### config.mk
export PLATFORM = sky130hd
export DESIGN_NAME = nba_merge_stage
export DESIGN_NICKNAME = d
export VERILOG_FILES = /design/src/rtl/nba_merge_stage.sv
export SDC_FILE = /design/constraint.sdc
export NUM_CORES = 1
export LEC_CHECK = 0
export BUFFER_PORTS_ARGS = -buffer_cell sky130_fd_sc_hd__buf_2
export CAP_MARGIN = 20
export CORE_MARGIN = 5
export CORE_UTILIZATION = 35
export DETAILED_ROUTE_END_ITERATION = 12
export GPL_TIMING_DRIVEN = 0
export HOLD_SLACK_MARGIN = 0.06
export PLACE_DENSITY_LB_ADDON = 0.25
export SETUP_SLACK_MARGIN = 0.05
export SLEW_MARGIN = 15
export SYNTH_ARGS = -nofsm -noshare
export SYNTH_HDL_FRONTEND = slang
export SYNTH_SLANG_ARGS = --single-unit
### constraint.sdc
create_clock -name clk -period 2.3 [get_ports clk]
set_input_delay 0.46 -clock clk [delete_from_list [all_inputs] [get_ports clk]]
set_output_delay 0.46 -clock clk [all_outputs]
set_load 0.02 [all_outputs]
### src/rtl/nba_merge_stage.sv
// ---------------------------------------------------------------------------
// nba_merge_stage
//
// Purpose:
//   Merges an optional full-word base write and an optional masked patch
//   write into a WIDTH-bit accumulator. Where the mask is set, the patch wins
//   for that bit. Each accepted merge is pushed into a 2-entry output FIFO
//   that has a valid/ready handshake toward the downstream stage.
//
// Ports:
//   clk          - single clock; all state changes on the rising edge
//   rst_n        - asynchronous, active-low reset
//   base_valid   - a full-word write is present this cycle
//   base_data    - value of the full-word write
//   patch_valid  - a masked write is present this cycle
//   patch_mask   - 1 = this bit is taken from patch_data
//   patch_data   - override values for the patch
//   in_ready     - the stage accepts a write this cycle (registered)
//   out_valid    - the FIFO head is valid
//   out_data     - the FIFO head value
//   out_ready    - downstream pops the head when out_valid && out_ready
//   merge_count  - number of accepted writes, wraps modulo 2^CNT_W
//   out_parity   - (NBA_MERGE_PARITY_EN only) stored even parity of out_data
//   parity_err   - (NBA_MERGE_PARITY_EN only) sticky error flag; set when a
//                  popped entry's stored parity does not match its data
//
// Optional feature macro: NBA_MERGE_PARITY_EN
// ---------------------------------------------------------------------------
module nba_merge_stage #(
  parameter int WIDTH = 128,
  parameter int CNT_W = 16
) (
  input  logic             clk,
  input  logic             rst_n,
  input  logic             base_valid,
  input  logic [WIDTH-1:0] base_data,
  input  logic             patch_valid,
  input  logic [WIDTH-1:0] patch_mask,
  input  logic [WIDTH-1:0] patch_data,
  output logic             in_ready,
  output logic             out_valid,
  output logic [WIDTH-1:0] out_data,
  input  logic             out_ready,
`ifdef NBA_MERGE_PARITY_EN
  output logic             out_parity,
  output logic             parity_err,
`endif
  output logic [CNT_W-1:0] merge_count
);

  // Even parity of a data word. It is stored per entry at push time.
  function automatic logic parity_f(input logic [WIDTH-1:0] d);
    return ^d;
  endfunction

  logic [WIDTH-1:0] acc_r;
  logic [WIDTH-1:0] head_r;
  logic [WIDTH-1:0] tail_r;
  logic [1:0]       count_r;
  logic             in_ready_r;
  logic             out_valid_r;
  logic [CNT_W-1:0] merge_count_r;

  logic             acc_en_s;
  logic             pop_s;
  logic [WIDTH-1:0] tmp_s;
  logic [WIDTH-1:0] next_s;
  logic [1:0]       count_next_s;

  assign acc_en_s = in_ready_r && (base_valid || patch_valid);
  assign pop_s    = out_valid_r && out_ready;

  // Merge: the base write replaces acc first, then the patch overrides
  // the masked bits.
  always_comb begin
    tmp_s  = acc_r;
    next_s = acc_r;
    if (base_valid) begin
      tmp_s = base_data;
    end else begin
      tmp_s = acc_r;
    end
    if (patch_valid) begin
      next_s = (tmp_s & ~patch_mask) | (patch_data & patch_mask);
    end else begin
      next_s = tmp_s;
    end
  end

  // Next FIFO occupancy. A push is only possible below 2 entries and a pop
  // only above 0, so the count cannot overflow or underflow.
  always_comb begin
    count_next_s = count_r;
    case ({acc_en_s, pop_s})
      2'b10:   count_next_s = count_r + 2'd1;
      2'b01:   count_next_s = count_r - 2'd1;
      default: count_next_s = count_r;
    endcase
  end

  // Accumulator and merge counter update on each accepted write.
  always_ff @(posedge clk or negedge rst_n) begin
    if (!rst_n) begin
      acc_r         <= {WIDTH{1'b0}};
      merge_count_r <= {CNT_W{1'b0}};
    end else if (acc_en_s) begin
      acc_r         <= next_s;
      merge_count_r <= merge_count_r + CNT_W'(1);
    end
  end

  // Two-register FIFO. head_r drives out_data directly. A push with a pop
  // at count 1 loads the new entry straight into the head.
  always_ff @(posedge clk or negedge rst_n) begin
    if (!rst_n) begin
      head_r <= {WIDTH{1'b0}};
      tail_r <= {WIDTH{1'b0}};
    end else begin
      case ({acc_en_s, pop_s})
        2'b10: begin
          if (count_r == 2'd0) begin
            head_r <= next_s;
          end else begin
            tail_r <= next_s;
          end
        end
        2'b01:   head_r <= tail_r;
        2'b11:   head_r <= next_s;
        default: head_r <= head_r;
      endcase
    end
  end

  // Occupancy and handshake flags. They are registered from the next count,
  // so in_ready has no combinational path from out_ready.
  always_ff @(posedge clk or negedge rst_n) begin
    if (!rst_n) begin
      count_r     <= 2'd0;
      in_ready_r  <= 1'b1;
      out_valid_r <= 1'b0;
    end else begin
      count_r     <= count_next_s;
      in_ready_r  <= (count_next_s != 2'd2);
      out_valid_r <= (count_next_s != 2'd0);
    end
  end

`ifdef NBA_MERGE_PARITY_EN
  logic head_par_r;
  logic tail_par_r;
  logic parity_err_r;

  // Parity storage follows the data registers entry for entry.
  always_ff @(posedge clk or negedge rst_n) begin
    if (!rst_n) begin
      head_par_r <= 1'b0;
      tail_par_r <= 1'b0;
    end else begin
      case ({acc_en_s, pop_s})
        2'b10: begin
          if (count_r == 2'd0) begin
            head_par_r <= parity_f(next_s);
          end else begin
            tail_par_r <= parity_f(next_s);
          end
        end
        2'b01:   head_par_r <= tail_par_r;
        2'b11:   head_par_r <= parity_f(next_s);
        default: head_par_r <= head_par_r;
      endcase
    end
  end

  // Sticky error flag. It is checked against the head as it is popped.
  always_ff @(posedge clk or negedge rst_n) begin
    if (!rst_n) begin
      parity_err_r <= 1'b0;
    end else if (pop_s && (head_par_r != parity_f(head_r))) begin
      parity_err_r <= 1'b1;
    end
  end

  assign out_parity = head_par_r;
  assign parity_err = parity_err_r;
`endif

  assign in_ready    = in_ready_r;
  assign out_valid   = out_valid_r;
  assign out_data    = head_r;
  assign merge_count = merge_count_r;

endmodule

==> run summary, run 1 <==
CTS
-------------------------------------------------------------------------------------
TritonCTS clock tree                                                            built
Clk_lat worst skew                                                            0.56 ns
Clock-pin slew of the registers on the worst-case setup and hold paths        0.07 ns
TritonCTS Buffers                                                                  44
Clock tree root driver cell                                              sky130_fd_sc_hd__clkbuf_16
Sinks on the clock net                                                            404
Deepest level of the CTS H-tree                                                     2
Maximum buffer depth of the clock tree                                              3

GLOBAL ROUTE
-------------------------------------------------------------------------------------
Via count of the first global-routing pass                                      16700
Number of antenna violations at the first check in global routing                   5
Total global routing overflow                                                       0
Gr usage total                                                                  0.211
Global-route wire length before repair                                   98600 microns
Maximum number of pins on one net before global-route repair                      105

FINISH
-------------------------------------------------------------------------------------
Synthesis-to-finish area growth                                                 29.4%
Final instance count without filler cells                                        3216
Layout filler cell count                                                         5238
Final net count                                                                  2877
Layout cells sized above 1                                                      0.300
Finished layout cell area                                                 24700 sq um
Final core utilization                                                          0.458

PWR
-------------------------------------------------------------------------------------
Overall Power                                                                 32.8 mW
Power per cell area                                                      1330 nW/um^2
Standby leakage power                                                         11.7 nW
Maximum VDD drop                                                             0.429 mV

ROUTING
-------------------------------------------------------------------------------------
Via count of the routed design                                                  16400
DR DRC count                                                                        0
Number of optimization iterations in the first detailed-route pass                  5
Vias/cell                                                                        5.09
Antenna Nets Post-Route                                                             0
Detailed Route Iter0 Violations                                                   901
Mean routed wirelength per cell                                          20.3 microns
Routed wire length                                                       65300 microns

CRITICAL PATH
-------------------------------------------------------------------------------------
Cell at the slowest stage of the critical path                           sky130_fd_sc_hd__dfstp_2
Destination of the worst register-to-register timing path                out_data[14]
Peak fanout along the critical path                                                 7
Type of destination of the critical path                                     register
Critical path arrival                                                         2.70 ns
Crit Reg-Reg Startpoint                                                      in_ready
Worst path max stage delay                                                    0.55 ns
Critical path, cell by cell                                              o21ai_2 > buf_6 > clkinv_4 > ha_4 > or3b_4 > o21ai_4 > buf_12 > buf_8 > o211ai_1 > o21a_1
Worst reg2reg setup slack                                                     0.04 ns
Startpoint types                                                             register
Required time reported for the critical path endpoint                         2.74 ns
R2r worst-path depth                                                               10
Worst setup path category                                                     reg2reg

STA
-------------------------------------------------------------------------------------
Actual transition at the worst max-transition pin                            0.785 ns
Total count of hold-check failures in the final report                              0
Post-Route Skew                                                             0.0144 ns
Aggregate negative setup slack                                                   0 ns
Timing-limited maximum frequency                                            0.443 GHz
Max-Slew Margin vs Limit                                                        0.476
Hold slack                                                                   0.255 ns
Time the worst path needs with I/O delays and setup                           2.26 ns
Worst Slack Setup Final                                                     0.0432 ns
Unrepaired setup endpoints after global routing                                  true
Final count of negative-setup-slack endpoints                                       0
Fraction of the cycle the final worst path needs                                0.981
Final-report max-slew violation count                                               0

LOGIC SYNTHESIS
-------------------------------------------------------------------------------------
Synth unique cells                                                                 30
Post-synthesis register bit count                                                 404
Post-Syn Area per Cell                                                     10.1 sq um
Net count of the mapped netlist                                                  2278
Area leader, netlist                                                     sky130_fd_sc_hd__dfrtp_1
Share of the yosys chip area belonging to registers                             0.530
Cells taking the most area after synthesis                               sky130_fd_sc_hd__dfrtp_1, sky130_fd_sc_hd__nand2_1, sky130_fd_sc_hd__mux2i_1
Cell Area, Synth                                                          19100 sq um
Yosys synthesis warning count                                                       0
Top-area cell type share of the netlist area                                    0.529
Gate count of the mapped netlist                                                 1886

FLOORPLAN
-------------------------------------------------------------------------------------
Floorplan die width                                                       243 microns
Placeable core area                                                       53900 sq um
Top-Level Pins                                                                    535
Die Height                                                                243 microns
Initial cell density of the core                                                0.354
Row count                                                                          85
Die Area                                                                  59300 sq um

HOLD PATH
-------------------------------------------------------------------------------------
Type of the tightest min-delay check                                           in2reg
Worst hold start                                                         patch_data[18]
Cell count of the worst hold path                                                   3
Worst min-delay path endpoint                                               acc_r[18]

RUN STATUS
-------------------------------------------------------------------------------------
Run status                                                               complete, no violations

PLACED DESIGN
-------------------------------------------------------------------------------------
Setup Slack @ Placement                                                      -1.59 ns
Final weighted congestion of routability-driven global placement                0.902
Final HPWL from detailed placement                                       49800 microns
# placed instances                                                               3119
Number of input and output port buffers inserted                                  534
Placement Cell Area                                                       22700 sq um

JOB
-------------------------------------------------------------------------------------
Count of max-cap constraint violations                                              0

## flip-flops by register name, summed over array words and instances (netlist names)
| signal | cells |
|---|---|
| acc_r | 128 |
| count_r | 2 |
| in_ready | 1 |
| merge_count | 16 |
| out_data | 128 |
| out_valid | 1 |
| tail_r | 128 |
## timing repair
item                                   CTS  global route
pin swaps                                4            16
buffers inserted                         5             6
resized for setup                       71            58
setup endpoints to repair              252           248
hold buffers                             1             0
cloned                                   3             2
endpoints found under the hold margin   99             0
## final cells by class
type	count	area (sq um)	area share
sequential	404	10100	0.410
multi-input combinational	1336	8260	0.335
timing repair buffer	553	2990	0.121
clock buffer	60	1240	0.0503
buffer	142	980	0.0397
tap	696	871	0.0353
clock inverter	18	196	0.00796
inverter	4	20.0	0.000811
antenna	3	7.51	0.000304
## report_power, final
group | switching [mW] | internal (mW) | total (mW)
combinational | 8.07 | 5.14 | 13.2
sequential | 1.92 | 10.6 | 12.5
clock | 2.93 | 4.14 | 7.07
## cells by family (layout without fill, tap and decap cells)
| kind of cell | count (synthesis) | after routing | synth area share |
|---|---|---|---|
| other | 0 | 3 | 0 |
| adder cells (fa/ha/maj) | 3 | 3 | 0.00197 |
| AO/OA/AOI/OAI | 516 | 516 | 0.169 |
| AND/OR/NAND/NOR | 543 | 543 | 0.109 |
| XOR/XNOR | 18 | 18 | 0.00827 |
| buffers and inverters | 146 | 777 | 0.0380 |
| multiplexers | 256 | 256 | 0.143 |
| flip-flops | 404 | 404 | 0.530 |
## per-layer routing
layer | share of wire | GRT usage
met5 | 0.00063 | 0
met4 | 0.025 | 0.0562
met3 | 0.062 | 0.0503
met2 | 0.48 | 0.354
met1 | 0.43 | 0.276
## worst max-delay path by stage
stage	cells past startpoint	slack, ns	from	endpoint
after floorplan	9	0.04	base_valid	out_data[100]
after global placement	1	-7.21	rst_n	out_data[70]
after detailed placement	10	-1.59	base_valid	out_data[12]
after CTS	9	0.03	in_ready	out_data[12]
after global routing	10	-0.03	in_ready	out_data[52]
final	10	0.04	in_ready	out_data[14]
## worst max-delay path: cells and delay by family (launching register included)
| kind | cells | cell delay (ns) |
|---|---|---|
| flip-flops | 1 | 0.55 |
| buffers and inverters | 4 | 0.55 |
| AO/OA/AOI/OAI | 4 | 0.53 |
| AND/OR/NAND/NOR | 1 | 0.39 |
| adder cells (fa/ha/maj) | 1 | 0.13 |
## placed cells by master, fill, tap and decap left out, types with 13 or more instances in the layout
cell / count
sky130_fd_sc_hd__buf_2: 572
sky130_fd_sc_hd__buf_6: 16
sky130_fd_sc_hd__o21a_1: 128
sky130_fd_sc_hd__o21ai_0: 256
sky130_fd_sc_hd__nand2_1: 524
sky130_fd_sc_hd__mux2_1: 103
sky130_fd_sc_hd__clkbuf_4: 13
sky130_fd_sc_hd__clkbuf_16: 49
sky130_fd_sc_hd__clkbuf_1: 49
sky130_fd_sc_hd__buf_4: 18
sky130_fd_sc_hd__mux2_2: 25
sky130_fd_sc_hd__mux2i_1: 128
sky130_fd_sc_hd__dfrtp_1: 403
sky130_fd_sc_hd__o211ai_1: 129
## synthesized netlist by cell type
cell type	n
sky130_fd_sc_hd__o21ai_1	2
sky130_fd_sc_hd__buf_4	7
sky130_fd_sc_hd__nand4_1	3
sky130_fd_sc_hd__nor4_1	2
sky130_fd_sc_hd__nand3_1	4
sky130_fd_sc_hd__mux2_1	103
sky130_fd_sc_hd__dfstp_2	1
sky130_fd_sc_hd__o21a_1	128
sky130_fd_sc_hd__mux2_2	25
sky130_fd_sc_hd__clkbuf_1	67
sky130_fd_sc_hd__o211ai_1	129
sky130_fd_sc_hd__or2_2	1
sky130_fd_sc_hd__buf_2	48
sky130_fd_sc_hd__dfrtp_1	403
sky130_fd_sc_hd__or3b_1	1
sky130_fd_sc_hd__xor2_1	6
sky130_fd_sc_hd__o21ai_0	256
sky130_fd_sc_hd__xnor2_1	12
sky130_fd_sc_hd__nand2_1	524
sky130_fd_sc_hd__buf_6	12
sky130_fd_sc_hd__buf_1	8
sky130_fd_sc_hd__nand2b_1	1
sky130_fd_sc_hd__mux2i_1	128
sky130_fd_sc_hd__nor2_1	3
sky130_fd_sc_hd__nor4_2	2
sky130_fd_sc_hd__and3_1	1
sky130_fd_sc_hd__inv_1	4
sky130_fd_sc_hd__ha_1	3
sky130_fd_sc_hd__o21ai_2	1
sky130_fd_sc_hd__nor3_1	1
Power figures use the tool's default switching activity.
==> inputs of run 2 (changes only) <==
clock period = 2.9 ns   (was 2.3 ns; I/O delays follow)
==> run 2 against run 1 <==
  * Routed wire length down 0.28%
  * Register-to-register slack improved by 0.15 ns
  * Non-clock buffer count shrank 13
  * Critical path depth down 1
  * Clock-buffer cell count increased by 3
  * Combinational power fell by 25%
  * Highest routed layer unchanged
==> run summary, run 2 (synthesis results as in run 1) <==
RUN STATUS
-------------------------------------------------------------------------------------
Run status                                                               complete, no violations

CTS
-------------------------------------------------------------------------------------
Maximum buffer depth of the clock tree                                              3
Clk_lat worst skew                                                            0.57 ns
TritonCTS clock tree                                                            built
Deepest level of the CTS H-tree                                                     2
TritonCTS Buffers                                                                  44
Sinks on the clock net                                                            404
Clock tree root driver cell                                              sky130_fd_sc_hd__clkbuf_16
Clock-pin slew of the registers on the worst-case setup and hold paths        0.06 ns

FLOORPLAN
-------------------------------------------------------------------------------------
Placeable core area                                                       53900 sq um
Initial cell density of the core                                                0.354
Die Area                                                                  59300 sq um
Row count                                                                          85
Die Height                                                                243 microns
Floorplan die width                                                       243 microns
Top-Level Pins                                                                    535

STA
-------------------------------------------------------------------------------------
Aggregate negative setup slack                                                   0 ns
Final count of negative-setup-slack endpoints                                       0
Unrepaired setup endpoints after global routing                                 false
Actual transition at the worst max-transition pin                            0.933 ns
Final-report max-slew violation count                                               0
Max-Slew Margin vs Limit                                                        0.378
Total count of hold-check failures in the final report                              0
Post-Route Skew                                                             0.0190 ns
Timing-limited maximum frequency                                            0.370 GHz
Time the worst path needs with I/O delays and setup                           2.70 ns
Fraction of the cycle the final worst path needs                                0.932

CRITICAL PATH
-------------------------------------------------------------------------------------
Required time reported for the critical path endpoint                         3.34 ns
Type of destination of the critical path                                     register
Crit Reg-Reg Startpoint                                                      in_ready
Worst path max stage delay                                                    0.43 ns
Buf+Inv Stages, Crit Path                                                           5
Startpoint types                                                             register
Critical path arrival                                                         3.15 ns
R2r worst-path depth                                                                9
Critical path, cell by cell                                              o21ai_1 > buf_2 > buf_2 > ha_1 > buf_2 > buf_2 > buf_1 > o211ai_1 > o21a_1
Cell at the slowest stage of the critical path                           sky130_fd_sc_hd__buf_2
Dominant delay contributor by cell family on the critical path           buffers and inverters
Peak fanout along the critical path                                                10
Destination of the worst register-to-register timing path                out_data[77]
Worst reg2reg setup slack                                                     0.20 ns
Most frequent cell on the critical path                                  sky130_fd_sc_hd__buf_2
Worst setup path category                                                     reg2reg

GLOBAL ROUTE
-------------------------------------------------------------------------------------
Global-route wire length before repair                                   99600 microns
Via count of the first global-routing pass                                      16900
Gr usage total                                                                  0.213
Total global routing overflow                                                       0
Maximum number of pins on one net before global-route repair                      104
Number of antenna violations at the first check in global routing                   4

PWR
-------------------------------------------------------------------------------------
Standby leakage power                                                         11.5 nW
Power per cell area                                                      1060 nW/um^2
Overall Power                                                                 25.8 mW
Maximum VDD drop                                                             0.503 mV

PLACED DESIGN
-------------------------------------------------------------------------------------
Number of input and output port buffers inserted                                  534
Final HPWL from detailed placement                                       50400 microns
Final weighted congestion of routability-driven global placement                0.943

ROUTING
-------------------------------------------------------------------------------------
Detailed Route Iter0 Violations                                                  1016
Antenna Nets Post-Route                                                             0
Vias/cell                                                                        5.12
Mean routed wirelength per cell                                          20.3 microns
Routed wire length                                                       65100 microns
DR DRC count                                                                        0
Via count of the routed design                                                  16400
Number of optimization iterations in the first detailed-route pass                  6

HOLD PATH
-------------------------------------------------------------------------------------
Worst min-delay path endpoint                                              acc_r[126]
Cell count of the worst hold path                                                   3
Type of the tightest min-delay check                                           in2reg
Worst hold start                                                         patch_data[126]

FINISH
-------------------------------------------------------------------------------------
Final core utilization                                                          0.452
Final net count                                                                  2864
Most frequent standard cell in the layout excluding fill and tap cells   sky130_fd_sc_hd__buf_2
Layout cells sized above 1                                                      0.290
Commonest cells after routing, fill and taps aside                       sky130_fd_sc_hd__buf_2, sky130_fd_sc_hd__nand2_1, sky130_fd_sc_hd__dfrtp_1
Synthesis-to-finish area growth                                                 27.7%

JOB
-------------------------------------------------------------------------------------
Count of max-cap constraint violations                                              0

==> run 2: changes by cell type in the layout (fill, tap and decap cells not counted), moves of 2 or more <==
cell and change:
sky130_fd_sc_hd__buf_4 -11, sky130_fd_sc_hd__clkbuf_16 -3, sky130_fd_sc_hd__clkbuf_1 +11, sky130_fd_sc_hd__buf_2 +12
sky130_fd_sc_hd__clkbuf_2 +5, sky130_fd_sc_hd__buf_6 -4, sky130_fd_sc_hd__buf_1 +3, sky130_fd_sc_hd__clkbuf_8 +3
sky130_fd_sc_hd__buf_12 -7, sky130_fd_sc_hd__clkbuf_4 -13, sky130_fd_sc_hd__buf_8 -6, sky130_fd_sc_hd__inv_6 +2
sky130_fd_sc_hd__clkinv_4 -3, sky130_fd_sc_hd__bufinv_16 +2
==> run 2: layout make-up <==
class | instances | area, sq um
clock buffer | 63 | 1320
clock inverter | 18 | 249
inverter | 4 | 15.0
multi-input combinational | 1336 | 8230
sequential | 404 | 10100
fill | 5201 | 29600
antenna | 2 | 5.00
buffer | 142 | 732
timing repair buffer | 540 | 2820
tap | 696 | 871
==> run 2: worst max path at each step <==
stage               slack, ns            end        from  cells after the start
floorplan                0.51  out_data[104]  base_valid                      9
global placement        -6.63      acc_r[69]       rst_n                      1
detailed placement      -1.16  out_data[126]  base_valid                     10
CTS                      0.07   out_data[55]    in_ready                     10
global route             0.05   out_data[83]    in_ready                      9
finish                   0.20   out_data[77]    in_ready                      9
==> run 2: timing repair <==
action / 4_1_cts / 5_1_grt
setup endpoints to repair: 250 / 102
cloned: 0 / 0
endpoints found under the hold margin: 65 / 0
gates resized for setup: 7 / 19
buffers inserted: 0 / 0
pin swaps: 0 / 0
hold buffers: 1 / 0
==> run 2: report_power, final <==
group | switching (mW) | internal [mW] | total, mW
logic | 6.31 | 3.59 | 9.90
clock network | 2.36 | 3.62 | 5.98
registers | 1.53 | 8.39 | 9.92
total | 10.2 | 15.6 | 25.8
==> run 2: metal layers <==
layer  global-route usage  part of all wire  up-vias
met5                    0           0.00032        -
met4               0.0698             0.034        4
met3               0.0461             0.064      112
met2                0.354              0.48      549
met1                0.280              0.42     8030
li1                     -                 -     7719
==> run 2: per-stage QoR <==
| stage | hold WS (ns) | setup slack, ns | instances | cell area, sq um |
|---|---|---|---|---|
| floorplan | 0.284 | 0.510 | 1886 | 19100 |
| global placement | 0.458 | -6.63 | 3116 | 22600 |
| detailed placement | 0.464 | -1.16 | 3121 | 22700 |
| CTS | 0.318 | 0.0661 | 3203 | 24300 |
| global route | 0.350 | 0.0524 | 3204 | 24300 |
| finish | 0.364 | 0.196 | 3205 | 24300 |
==> run 2: worst reg2reg max path: cells and delay by family, from the launching register on <==
kind	cells	cell delay, ns
adders and majority gates	1	0.19
AOI/OAI and AO/OA	3	0.38
DFF	1	0.39
buffers and inverters	5	1.62
